**src/rtl/pulse_train_gen_pkg.sv**
```systemverilog
// Shared types and default widths for the pulse train generator.
package pulse_train_gen_pkg;

  localparam int CNT_W_DEF = 8;
  localparam int GAP_W_DEF = 4;

  typedef enum logic [1:0] {
    IDLE  = 2'd0,
    PULSE = 2'd1,
    GAP   = 2'd2,
    DONE  = 2'd3
  } state_t;

endpackage

```
**src/rtl/pulse_train_gen.sv**
```systemverilog
// Emits N single-cycle pulses separated by G idle cycles, then strobes done.
module pulse_train_gen
  import pulse_train_gen_pkg::*;
#(
  parameter int CNT_W = CNT_W_DEF,
  parameter int GAP_W = GAP_W_DEF
) (
  input  logic             clk,
  input  logic             rst,
  input  logic             cmd_valid,
  output logic             cmd_ready,
  input  logic [CNT_W-1:0] cmd_count,
  input  logic [GAP_W-1:0] cmd_gap,
  input  logic             abort,
  output logic             pulse,
  output logic             busy,
  output logic [CNT_W-1:0] remaining,
  output logic             done
);

  state_t           state_q, state_d;
  logic [CNT_W-1:0] rem_q, rem_d;
  logic [GAP_W-1:0] gap_q, gap_d;
  logic [GAP_W-1:0] glen_q, glen_d;
  logic             pulse_q, busy_q, done_q;

  assign cmd_ready = (state_q == IDLE) && !abort;
  assign pulse     = pulse_q;
  assign busy      = busy_q;
  assign done      = done_q;
  assign remaining = rem_q;

  always_comb begin
    state_d = state_q;
    rem_d   = rem_q;
    gap_d   = gap_q;
    glen_d  = glen_q;
    case (state_q)
      IDLE: begin
        if (cmd_valid && cmd_ready) begin
          glen_d = cmd_gap;
          if (cmd_count == '0) begin
            state_d = DONE;
            rem_d   = '0;
          end else begin
            state_d = PULSE;
            rem_d   = cmd_count - CNT_W'(1);
          end
        end
      end
      PULSE: begin
        // rem_q already excludes the pulse on the line this cycle
        if (abort) begin
          state_d = IDLE;
          rem_d   = '0;
        end else if (rem_q == '0) begin
          state_d = DONE;
        end else if (glen_q == '0) begin
          rem_d = rem_q - CNT_W'(1);
        end else begin
          state_d = GAP;
          gap_d   = glen_q;
        end
      end
      GAP: begin
        if (abort) begin
          state_d = IDLE;
          rem_d   = '0;
        end else if (gap_q == GAP_W'(1)) begin
          state_d = PULSE;
          rem_d   = rem_q - CNT_W'(1);
        end else begin
          gap_d = gap_q - GAP_W'(1);
        end
      end
      DONE: begin
        state_d = IDLE;
        rem_d   = '0;
      end
      default: begin
        state_d = IDLE;
        rem_d   = '0;
      end
    endcase
  end

  always_ff @(posedge clk) begin
    if (rst) begin
      state_q <= IDLE;
      rem_q   <= '0;
      gap_q   <= '0;
      glen_q  <= '0;
      pulse_q <= 1'b0;
      busy_q  <= 1'b0;
      done_q  <= 1'b0;
    end else begin
      state_q <= state_d;
      rem_q   <= rem_d;
      gap_q   <= gap_d;
      glen_q  <= glen_d;
      pulse_q <= (state_d == PULSE);
      busy_q  <= (state_d != IDLE);
      done_q  <= (state_d == DONE);
    end
  end

endmodule

```
**config.mk**
```make
export PLATFORM = sky130hd
export DESIGN_NAME = pulse_train_gen
export DESIGN_NICKNAME = d
export VERILOG_FILES = /design/src/rtl/pulse_train_gen_pkg.sv /design/src/rtl/pulse_train_gen.sv
export SDC_FILE = /design/constraint.sdc
export NUM_CORES = 1
export LEC_CHECK = 0
export ABC_AREA = 0
export BUFFER_PORTS_ARGS = -buffer_cell sky130_fd_sc_hd__buf_4
export CAP_MARGIN = 20
export CORE_MARGIN = 3
export CORE_UTILIZATION = 35
export DETAILED_ROUTE_END_ITERATION = 12
export MAX_ROUTING_LAYER = met4
export PLACE_DENSITY_LB_ADDON = 0.1
export SLEW_MARGIN = 20
export SYNTH_ARGS = -nofsm -noshare
export SYNTH_HDL_FRONTEND = slang
export SYNTH_SLANG_ARGS = --single-unit
```
**constraint.sdc**
```tcl
create_clock -name clk -period 5.1 [get_ports clk]
set_clock_uncertainty 0.15 [all_clocks]
set_input_delay 0.51 -clock clk [delete_from_list [all_inputs] [get_ports clk]]
set_output_delay 0.51 -clock clk [all_outputs]
set_load 0.03 [all_outputs]
```
==> flow_summary_export.csv <==
group,metric,value,unit
clock_tree,path_clk_slew,80,ps
global_routing,grt_overflow,0,
floorplan,core_area,4120,sq um
power_and_ir_drop,internal_power,298,uW
timing,rsz0062_at_grt,"no",
setup_path,rrSetupSlack,2720,ps
clock_tree,post_cts_resized,0,
status,status,"complete, no violations",
logic_synthesis,synth_top_area_share,27.5,%
logic_synthesis,synth_area_leaders,"dfxtp_1 28%, ha_1 7.4%, mux2i_1 5.2%",
setup_path,cp-start-kind,"flop",
logic_synthesis,ys_ff_latch,21,
placed_design,hpwl,3.13,mm
setup_path,crit_required,5110,ps
routing,drc_errors,0,
setup_path,max_stage_delay,440,ps
setup_path,crit_buf_inv,0,
power_and_ir_drop,pwr-share-comb,34.1,%
power_and_ir_drop,power_density,255,nW/um^2
logic_synthesis,synth.distinct_cells,48,
job,maxCapViolCount,0,
power_and_ir_drop,ir_worst_vdd,123,uV
logic_synthesis,avgSynthCellArea,8.53,sq um
power_and_ir_drop,seq_power_share,41.4,%
setup_path,crit_slowest_cell,"or3b_1",
clock_tree,cts_setup_buffers,0,
logic_synthesis,yosysSeqAreaShare,27.5,%
clock_tree,cts_sinks,21,
timing,timing.final.hold_violations,0,
clock_tree,cts_tree,"done",
routing,via_per_inst,5.67,
timing,slew_headroom,56.2,%
floorplan,die_h,72.0,microns
placed_design,portBuffers,27,
global_routing,grt_use_total,16.8,%
power_and_ir_drop,switchingPower,161,uW
timing,fin_crit_sh,46.7,%
logic_synthesis,synth.net_count,204,
finish,drive_gt1_share,19.6,%
clock_tree,ctsHoldBuffers,0,
clock_tree,ctsLongestPathBuffers,2,
clock_tree,cts-root-buf,"clkbuf_8",
floorplan,pin_count,28,
timing,max_freq,420,MHz
routing,firstDrtPassIters,4,
floorplan,dieArea,5190,sq um
power_and_ir_drop,clockPowerShare,24.5,%
power_and_ir_drop,total_power,459,uW
power_and_ir_drop,swShare,35.2,%
floorplan,row_count,23,
routing,ant_nets,0,
finish,layout.nets,230,
logic_synthesis,ys_warn_count,0,
clock_tree,cts_buffers,3,
global_routing,grt_pass1_vias,1337,
logic_synthesis,postSynth.asyncResetShare,0,%
logic_synthesis,synth-main-ff-cell,"dfxtp_1",
global_routing,antenna_found_initial,0,
placed_design,gp_congestion,0.866,
setup_path,path_max_fanout,13,
setup_path,end_kind,"flop",
routing,vias,1440,
floorplan,start_util,37.1,%
logic_synthesis,synth-edff-count,0,
logic_synthesis,synth_common_cells,"21 x dfxtp_1, 16 x nor2_1, 14 x inv_1, 10 x nand2_1",
logic_synthesis,syn_inst,179,
power_and_ir_drop,power.leakage,0.737,nW
finish,n_antenna_cell,0,
timing,tightest_slew,652,ps
logic_synthesis,yosys.area.top_type,"dfxtp_1",
clock_tree,h-tree-depth,1,
timing,maxSlewViolCount,0,
min_path,min_path_type,"primary input to flop",
timing,holdWs,325,ps
timing,setup_tns,0,ps
setup_path,critical-path-top-delay-family,"compound AO/OA/AOI/OAI gates",
clock_tree,worstSkewPairLatency,260,ps
timing,setup_viol,0,
setup_path,crit_type,"flop to flop",
setup_path,path_cells,"ha_1, or3b_1, a22o_1, a31oi_4, o221ai_1, o211a_1",
timing,period_minus_slack,2380,ps
global_routing,grt_max_degree,21,
global_routing,grt_first_pass_wirelength,6.64,mm
routing,drt_wl_total,4.07,mm
floorplan,die_w,72.0,microns
logic_synthesis,yosysMostFrequentCell,"dfxtp_1",
logic_synthesis,syn_area,1530,sq um
setup_path,cp.arrival,2390,ps
routing,wl_per_cell,16.0,microns
finish,syn_to_final_growth,17.8,%
routing,first_iter_violations,87,
-- power groups by stage --
stage	registers, mW	logic [mW]	clock network (mW)
floorplan	0.206	0.0976	0
global placement	0.193	0.155	0
detailed placement	0.194	0.156	0
CTS	0.190	0.157	0.118
global route	0.193	0.170	0.129
finish	0.190	0.157	0.112
-- sequential cells by signal, summed over array words and instances, names as in the netlist --
| signal | flops |
|---|---|
| remaining | 8 |
| gap_q | 4 |
| glen_q | 4 |
| state_q | 2 |
| busy | 1 |
| done | 1 |
| pulse | 1 |
-- worst paths after layout --
path / to / cells past startpoint / from
max: remaining[1] / 6 / gap_q[0]
min: glen_q[1] / 3 / cmd_gap[1]
max reg2reg: remaining[1] / 6 / gap_q[0]
min reg2reg: gap_q[3] / 2 / gap_q[3]
-- worst min-delay path, cell delays in order --
cell     delay (ps)
buf_4            70
mux2i_1          50
nor2_1           70
-- cell usage in the layout (no fill, tap or decap), types with 4 or more instances in the layout --
| master | n |
|---|---|
| o21ai_0 | 4 |
| buf_4 | 27 |
| nor3_1 | 6 |
| o21ai_1 | 5 |
| inv_1 | 14 |
| dfxtp_1 | 21 |
| a21oi_1 | 9 |
| nand2b_1 | 5 |
| nand2_1 | 10 |
| ha_1 | 9 |
| xnor2_1 | 4 |
| o31ai_1 | 4 |
| mux2i_1 | 8 |
| nor2_1 | 16 |
| nor2b_1 | 6 |
-- logic make-up (layout without fill, tap and decap cells) --
group,after synthesis,count (layout),share of synthesized area (%)
and+or+nand+nor,62,62,22.5
AOI/OAI and AO/OA,54,54,28.4
DFF,21,21,27.5
buffers and inverters,20,45,5.98
adders and majority gates,9,9,7.38
muxes,9,9,5.98
xor gates and xnor gates,4,4,2.29
-- metal layers --
| layer | wire (microns) | track usage [%] | part of all wire (%) | vias to the layer above |
|---|---|---|---|---|
| li1 | - | - | - | 719 |
| met1 | 1870 | 22.1 | 46 | 680 |
| met2 | 1960 | 26.1 | 48 | 39 |
| met3 | 219 | 2.77 | 5.4 | 2 |
| met4 | 28 | 5.64 | 0.69 | 0 |
| met5 | 0 | - | 0 | - |
-- through the flow --
step / setup WS, ps / area, sq um / utilization (%) / instances
finish: 2720 / 1800 / 43.7 / 254
global route: 2580 / 1800 / 43.7 / 254
CTS: 2760 / 1800 / 43.7 / 254
detailed placement: 2680 / 1750 / 42.6 / 250
global placement: 2750 / 1750 / 42.6 / 250
floorplan: 3010 / 1530 / - / 179
-- area by class of cell --
type / count / area (sq um)
Fill cell: 430 / 2320
Multi-Input combinational cell: 138 / 1010
Sequential cell: 21 / 420
Timing Repair Buffer: 27 / 203
Tap cell: 50 / 62.6
Inverter: 14 / 52.6
Clock buffer: 4 / 45.0
No activity file was read; power rests on OpenSTA's default activity.
